`config.mk`:
```
export PLATFORM = sky130hd
export DESIGN_NAME = cla_adder_pipe_flat
export DESIGN_NICKNAME = d
export VERILOG_FILES = /design/src/rtl/cla_pkg.sv /design/src/rtl/cla_adder_pipe_if.sv /design/src/rtl/cla4_group.sv /design/src/rtl/cla_adder_pipe.sv /design/src/flat_wrapper.sv
export SDC_FILE = /design/constraint.sdc
export NUM_CORES = 1
export LEC_CHECK = 0
export BUFFER_PORTS_ARGS = -buffer_cell sky130_fd_sc_hd__buf_2
export CORE_MARGIN = 2
export CORE_UTILIZATION = 30
export CTS_CLUSTER_SIZE = 8
export DETAILED_ROUTE_END_ITERATION = 10
export GPL_ROUTABILITY_DRIVEN = 1
export SYNTH_ARGS = -nofsm -noshare
export SYNTH_HDL_FRONTEND = slang
export SYNTH_HIERARCHICAL = 1
export SYNTH_SLANG_ARGS = --single-unit
```
`constraint.sdc`:
```
create_clock -name clk -period 5.49 [get_ports clk]
set_input_delay 0 -clock clk [delete_from_list [all_inputs] [get_ports clk]]
set_output_delay 0 -clock clk [all_outputs]
set_load 0.01 [all_outputs]
```
`src/rtl/cla_pkg.sv`:
```
// Shared types and helpers for the pipelined carry-lookahead adder (cla_adder_pipe).
// Optional subtract mode is enabled by defining CLA_PIPE_SUB_EN.
package cla_pkg;

   localparam int GRP_W = 4;

   typedef struct packed {
      logic g;
      logic p;
   } gp_t;

   // Per-stage control record; the partial sum lives beside it because its width varies by stage.
   typedef struct packed {
      logic vld;
      logic carry;
   } stg_ctl_t;

   function automatic int nstg(input int width, input int grp_per_stg);
      return width / (GRP_W * grp_per_stg);
   endfunction

endpackage

```
`src/rtl/cla_adder_pipe_if.sv`:
```
// Operand/result handshake bundle for cla_adder_pipe; in_sub exists only when
// CLA_PIPE_SUB_EN is defined.
interface cla_adder_pipe_if #(
   parameter int WIDTH = 16
);
   logic             in_valid;
   logic             in_ready;
   logic [WIDTH-1:0] in_a;
   logic [WIDTH-1:0] in_b;
   logic             in_cin;
`ifdef CLA_PIPE_SUB_EN
   logic             in_sub;
`endif
   logic             out_valid;
   logic             out_ready;
   logic [WIDTH-1:0] out_sum;
   logic             out_cout;
   logic             out_ovf;

   modport master (
`ifdef CLA_PIPE_SUB_EN
      output in_sub,
`endif
      output in_valid, in_a, in_b, in_cin, out_ready,
      input  in_ready, out_valid, out_sum, out_cout, out_ovf
   );

   modport slave (
`ifdef CLA_PIPE_SUB_EN
      input  in_sub,
`endif
      input  in_valid, in_a, in_b, in_cin, out_ready,
      output in_ready, out_valid, out_sum, out_cout, out_ovf
   );

endinterface

```
`src/rtl/cla4_group.sv`:
```
// Combinational 4-bit carry-lookahead group; c3 is the carry into bit 3 for overflow detection.
module cla4_group
   import cla_pkg::*;
(
   input  logic [GRP_W-1:0] a,
   input  logic [GRP_W-1:0] b,
   input  logic             cin,
   output logic [GRP_W-1:0] sum,
   output logic             cout,
   output logic             c3
);
   gp_t  [GRP_W-1:0] gp;
   logic [GRP_W-1:0] g;
   logic [GRP_W-1:0] p;
   logic [GRP_W:0]   c;

   always_comb begin
      for (int i = 0; i < GRP_W; i++) begin
         gp[i].g = a[i] & b[i];
         gp[i].p = a[i] | b[i];
         g[i]    = gp[i].g;
         p[i]    = gp[i].p;
      end
   end

   // Every carry is formed directly from cin, not rippled through the previous bit.
   assign c[0] = cin;
   assign c[1] = g[0] | (p[0] & cin);
   assign c[2] = g[1] | (p[1] & g[0]) | (p[1] & p[0] & cin);
   assign c[3] = g[2] | (p[2] & g[1]) | (p[2] & p[1] & g[0]) | (p[2] & p[1] & p[0] & cin);
   assign c[4] = g[3] | (p[3] & g[2]) | (p[3] & p[2] & g[1]) | (p[3] & p[2] & p[1] & g[0])
               | (p[3] & p[2] & p[1] & p[0] & cin);

   assign sum  = a ^ b ^ c[GRP_W-1:0];
   assign cout = c[GRP_W];
   assign c3   = c[GRP_W-1];

endmodule

```
`src/rtl/cla_adder_pipe.sv`:
```
// Pipelined carry-lookahead adder with valid/ready flow control, one 4-bit group slice per stage.
// Define CLA_PIPE_SUB_EN to add the in_sub port (A-B mode).
module cla_adder_pipe
   import cla_pkg::*;
#(
   parameter int WIDTH       = 16,
   parameter int GRP_PER_STG = 1
) (
   input  logic            clk,
   input  logic            rst,
   cla_adder_pipe_if.slave bus
);
   localparam int NSTG = nstg(WIDTH, GRP_PER_STG);
   localparam int SW   = GRP_W * GRP_PER_STG;

   logic [WIDTH-1:0] b_eff;
   logic             cin_eff;
   logic [NSTG:0]    ready;

`ifdef CLA_PIPE_SUB_EN
   assign b_eff   = bus.in_sub ? ~bus.in_b : bus.in_b;
   assign cin_eff = bus.in_sub | bus.in_cin;
`else
   assign b_eff   = bus.in_b;
   assign cin_eff = bus.in_cin;
`endif

   assign ready[NSTG]  = bus.out_ready;
   assign bus.in_ready = ready[0] & ~rst;

   for (genvar k = 0; k < NSTG; k++) begin : g_stg
      localparam int LO = k * SW;

      logic [WIDTH-1:LO]      src_a;
      logic [WIDTH-1:LO]      src_b;
      logic                   src_c;
      logic                   src_vld;
      logic                   load;
      logic [SW-1:0]          grp_sum;
      logic [LO+SW-1:0]       nxt_sum;
      logic [LO+SW-1:0]       sum_p;
      logic [GRP_PER_STG:0]   cc;
      logic [GRP_PER_STG-1:0] c3;
      logic                   unused_c3;
      stg_ctl_t               ctl_p;

      // Stage boundary: operands enter from the bus or from the previous stage's skewed upper bits.
      if (k == 0) begin : g_head
         assign src_a   = bus.in_a;
         assign src_b   = b_eff;
         assign src_c   = cin_eff;
         assign src_vld = bus.in_valid & bus.in_ready;
         assign nxt_sum = grp_sum;
      end else begin : g_body
         assign src_a   = g_stg[k-1].g_fwd.a_p;
         assign src_b   = g_stg[k-1].g_fwd.b_p;
         assign src_c   = g_stg[k-1].ctl_p.carry;
         assign src_vld = g_stg[k-1].ctl_p.vld;
         assign nxt_sum = {grp_sum, g_stg[k-1].sum_p};
      end

      assign cc[0] = src_c;
      for (genvar g = 0; g < GRP_PER_STG; g++) begin : g_grp
         cla4_group u_grp (
            .a   (src_a[LO+g*GRP_W +: GRP_W]),
            .b   (src_b[LO+g*GRP_W +: GRP_W]),
            .cin (cc[g]),
            .sum (grp_sum[g*GRP_W +: GRP_W]),
            .cout(cc[g+1]),
            .c3  (c3[g])
         );
      end
      // Only the top group of the whole word needs its carry-into-bit-3 tap.
      assign unused_c3 = ^c3;

      assign ready[k] = ~ctl_p.vld | ready[k+1];
      assign load     = ready[k] & src_vld;

      always_ff @(posedge clk or posedge rst) begin
         if (rst) begin
            ctl_p <= '0;
            sum_p <= '0;
         end else begin
            if (ready[k]) ctl_p.vld <= src_vld;
            if (load) begin
               ctl_p.carry <= cc[GRP_PER_STG];
               sum_p       <= nxt_sum;
            end
         end
      end

      if (k < NSTG-1) begin : g_fwd
         logic [WIDTH-1:LO+SW] a_p;
         logic [WIDTH-1:LO+SW] b_p;

         always_ff @(posedge clk or posedge rst) begin
            if (rst) begin
               a_p <= '0;
               b_p <= '0;
            end else if (load) begin
               a_p <= src_a[WIDTH-1:LO+SW];
               b_p <= src_b[WIDTH-1:LO+SW];
            end
         end
      end else begin : g_tail
         logic msb_p;

         always_ff @(posedge clk or posedge rst) begin
            if (rst)       msb_p <= 1'b0;
            else if (load) msb_p <= c3[GRP_PER_STG-1];
         end
      end
   end

   // Output boundary: the last stage register drives the result bus directly.
   assign bus.out_valid = g_stg[NSTG-1].ctl_p.vld;
   assign bus.out_sum   = g_stg[NSTG-1].sum_p;
   assign bus.out_cout  = g_stg[NSTG-1].ctl_p.carry;
   assign bus.out_ovf   = g_stg[NSTG-1].ctl_p.carry ^ g_stg[NSTG-1].g_tail.msb_p;

endmodule

```
`src/flat_wrapper.sv`:
```
// flat-port wrapper written by rule: the top's interface ports become plain ports
module cla_adder_pipe_flat import cla_pkg::*;
#(
   parameter int WIDTH       = 16,
   parameter int GRP_PER_STG = 1
)
  (clk, rst, bus_in_valid, bus_in_a, bus_in_b, bus_in_cin, bus_out_ready, bus_in_ready, bus_out_valid, bus_out_sum, bus_out_cout, bus_out_ovf);
  cla_adder_pipe_if #(.WIDTH(WIDTH)) bus_i ();
  input  logic clk;
  input  logic rst;
  input wire logic [$bits(bus_i.in_valid)-1:0] bus_in_valid;
  input wire logic [$bits(bus_i.in_a)-1:0] bus_in_a;
  input wire logic [$bits(bus_i.in_b)-1:0] bus_in_b;
  input wire logic [$bits(bus_i.in_cin)-1:0] bus_in_cin;
  input wire logic [$bits(bus_i.out_ready)-1:0] bus_out_ready;
  output wire logic [$bits(bus_i.in_ready)-1:0] bus_in_ready;
  output wire logic [$bits(bus_i.out_valid)-1:0] bus_out_valid;
  output wire logic [$bits(bus_i.out_sum)-1:0] bus_out_sum;
  output wire logic [$bits(bus_i.out_cout)-1:0] bus_out_cout;
  output wire logic [$bits(bus_i.out_ovf)-1:0] bus_out_ovf;
  assign bus_i.in_valid = bus_in_valid;
  assign bus_i.in_a = bus_in_a;
  assign bus_i.in_b = bus_in_b;
  assign bus_i.in_cin = bus_in_cin;
  assign bus_i.out_ready = bus_out_ready;
  assign bus_in_ready = bus_i.in_ready;
  assign bus_out_valid = bus_i.out_valid;
  assign bus_out_sum = bus_i.out_sum;
  assign bus_out_cout = bus_i.out_cout;
  assign bus_out_ovf = bus_i.out_ovf;
  cla_adder_pipe #(.WIDTH(WIDTH), .GRP_PER_STG(GRP_PER_STG)) u_core (.clk(clk), .rst(rst), .bus(bus_i));
endmodule
```
==> metrics <==
IO Count 57; Clock Skew 0.0113 ns; H-tree Lvls 3; Initial Util 30.8%; layout cell share with drive strength beyond 1 41.3%; synthesized area 0.00491 mm²; vias after detailed routing 2817; initial antenna violation count 0; worst rel slew slack 23.3%; DP Cell Count 633; endpoints failing setup 0; actual slew at the worst max-slew pin 1.15 ns; CTS resizes 0; Switching Share 29.5%; Place WS 3.37 ns; status completed; unrepaired setup endpoints after global routing false; pwr/cell area 423 mW/mm²; critical path startpoint category register; syn_nets 445; Logic pwr share 32.0%; first-pass GRT wire length 14.6 mm; final hold slack 0.142 ns; Pins Over Slew Limit 0; chip height 132 µm; Via density 4.17; Worst setup EP type register; worst setup path category register to register; drt wl/cell 12.0 µm; critical path's slowest cell a21oi_4; final hold vios 0; CTS Buf Count 9; delay-heaviest family, CP compound AO/OA/AOI/OAI gates; CP Cell Sequence and4b_4, a21oi_4, mux2_2; wl on met1 3.48 mm; CTS tree built; power share of the clock group 25.1%; Data arrival, critical path 2.31 ns; VDD IR-drop max 0.166 mV; GR Overflow Total 0; yosys warns 6; Final nets 532; dpl cell area 0.00541 mm²; clk_lat worst skew 0.35 ns; largest net degree at the start of global routing 81; max-cap violations 0; CTS root buf clkbuf_16; wire length on met3 374 µm; DRT Wirelength 8.13 mm; Setup TNS 0 ns; # diodes 0; Placer Congestion 0.734; ANT nets after route 0; Tcrit/Tclk final 37.9%; NetSw 0.748 mW; number of global-route vias before repair 3103; final worst-path setup slack 3.41 ns; Final min period 2.08 ns; Worst path max stage delay 0.89 ns; initial drt markers 85; post-detail-place hpwl 5.88 mm; 1st-pass router iterations 4; Crit Path Max Fanout 29; CTS Buffer Depth 2; Final Cell Area 0.00599 mm²; Met2 Wirelength 4.14 mm; worst path required time 5.72 ns; Seq pwr share 42.9%; Layout area overhead 22.0%; die area 0.0174 mm²; Clock Sinks 97; CP Buf/Inv Count 0; syn avg cell area 13.3 µm²; Global Route Usage Sum 10.5%; Layout Cells excl Fill 676; Worst-path clk slew 0.06 ns; Core Region 0.0159 mm²; port buffer count 56; die width 132 µm; highest metal used met4; Hold Path Class input port to asynchronous set/reset pin; internal power 1.79 mW; row cnt 46; DRC 0; static leakage 2.86 nW; fmax 480 MHz; Mapped Cells 368
-- layout by cell type (no fill, tap or decap), types with 5 or more instances in the layout --
cell type and count:
clkbuf_16 9, mux2_2 83, inv_1 52, buf_2 56, nand2b_1 13, dlygate4sd3_1 27, ha_1 36, dfrtp_1 97
nand2_1 5, mux2_4 10, a21oi_1 5, xnor2_1 8
-- power by group through the flow --
stage / Sequential (mW) / Combinational [mW] / Clock [mW]
floorplan: 1.10 / 0.595 / 0
finish: 1.09 / 0.812 / 0.636
global route: 1.13 / 0.919 / 0.695
CTS: 1.09 / 0.833 / 0.662
global placement: 1.10 / 0.791 / 0
detailed placement: 1.11 / 0.815 / 0
-- sequential cells by signal, summed over array words and instances (netlist names) --
register / count
u_core/g_stg.g_fwd.a_p: 24
u_core/g_stg.g_fwd.b_p: 24
u_core/g_stg.sum_p: 24
u_core/bus.out_sum: 16
u_core/g_stg.src_c: 3
u_core/g_stg.src_vld: 3
u_core/bus.out_cout: 1
u_core/bus.out_valid: 1
u_core/g_stg.g_tail.msb_p: 1
-- worst min-delay path, cell delays in order --
cell and delay, ns:
dlygate4sd3_1 0.53, buf_2 0.15, inv_4 0.18
-- metal layers --
metal | vias up | track usage (%)
met5 | - | 0
met4 | 0 | 3.99
met3 | 12 | 3.54
met2 | 47 | 18.3
met1 | 1363 | 11.9
li1 | 1395 | -
-- final cells by class --
type	count	area, µm²
well taps	216	270
flip-flops and latches	97	2430
repair buffers	85	566
fillers	1585	9950
inverters	53	201
clock inverters	5	62.6
multi-input cells	209	2220
clock buffers	11	243
-- through the flow --
| step | util, % | power, mW |
|---|---|---|
| after floorplan | - | 1.69 |
| after global placement | 34.0 | 1.89 |
| after detailed placement | 34.0 | 1.92 |
| after CTS | 37.6 | 2.59 |
| after global routing | 37.6 | 2.74 |
| final | 37.6 | 2.53 |
-- worst paths after layout --
| check | slack, ns | end | start | cells past startpoint |
|---|---|---|---|---|
| min | 0.14 | u_core/g_stg[2].sum_p[11] | rst | 3 |
| max | 3.41 | u_core/g_stg[0].sum_p[3] | u_core/g_stg[3].src_vld | 3 |
| min reg2reg | 0.50 | u_core/bus.out_sum[13] | u_core/bus.out_sum[13] | 1 |
| min in group clk | 0.21 | u_core/g_stg[0].sum_p[1] | bus_in_b[1] | 5 |
| max in group asynchronous | 4.09 | u_core/g_stg[1].sum_p[3] | rst | 4 |
| max reg2reg | 3.41 | u_core/g_stg[0].sum_p[3] | u_core/g_stg[3].src_vld | 3 |
-- repair_timing --
action / CTS / global route
setup endpoints to repair: 0 / 0
endpoints found under the hold margin: 44 / 0
setup buffers: 0 / 0
hold buffers: 27 / 0
No activity file was read; power rests on OpenSTA's default activity.
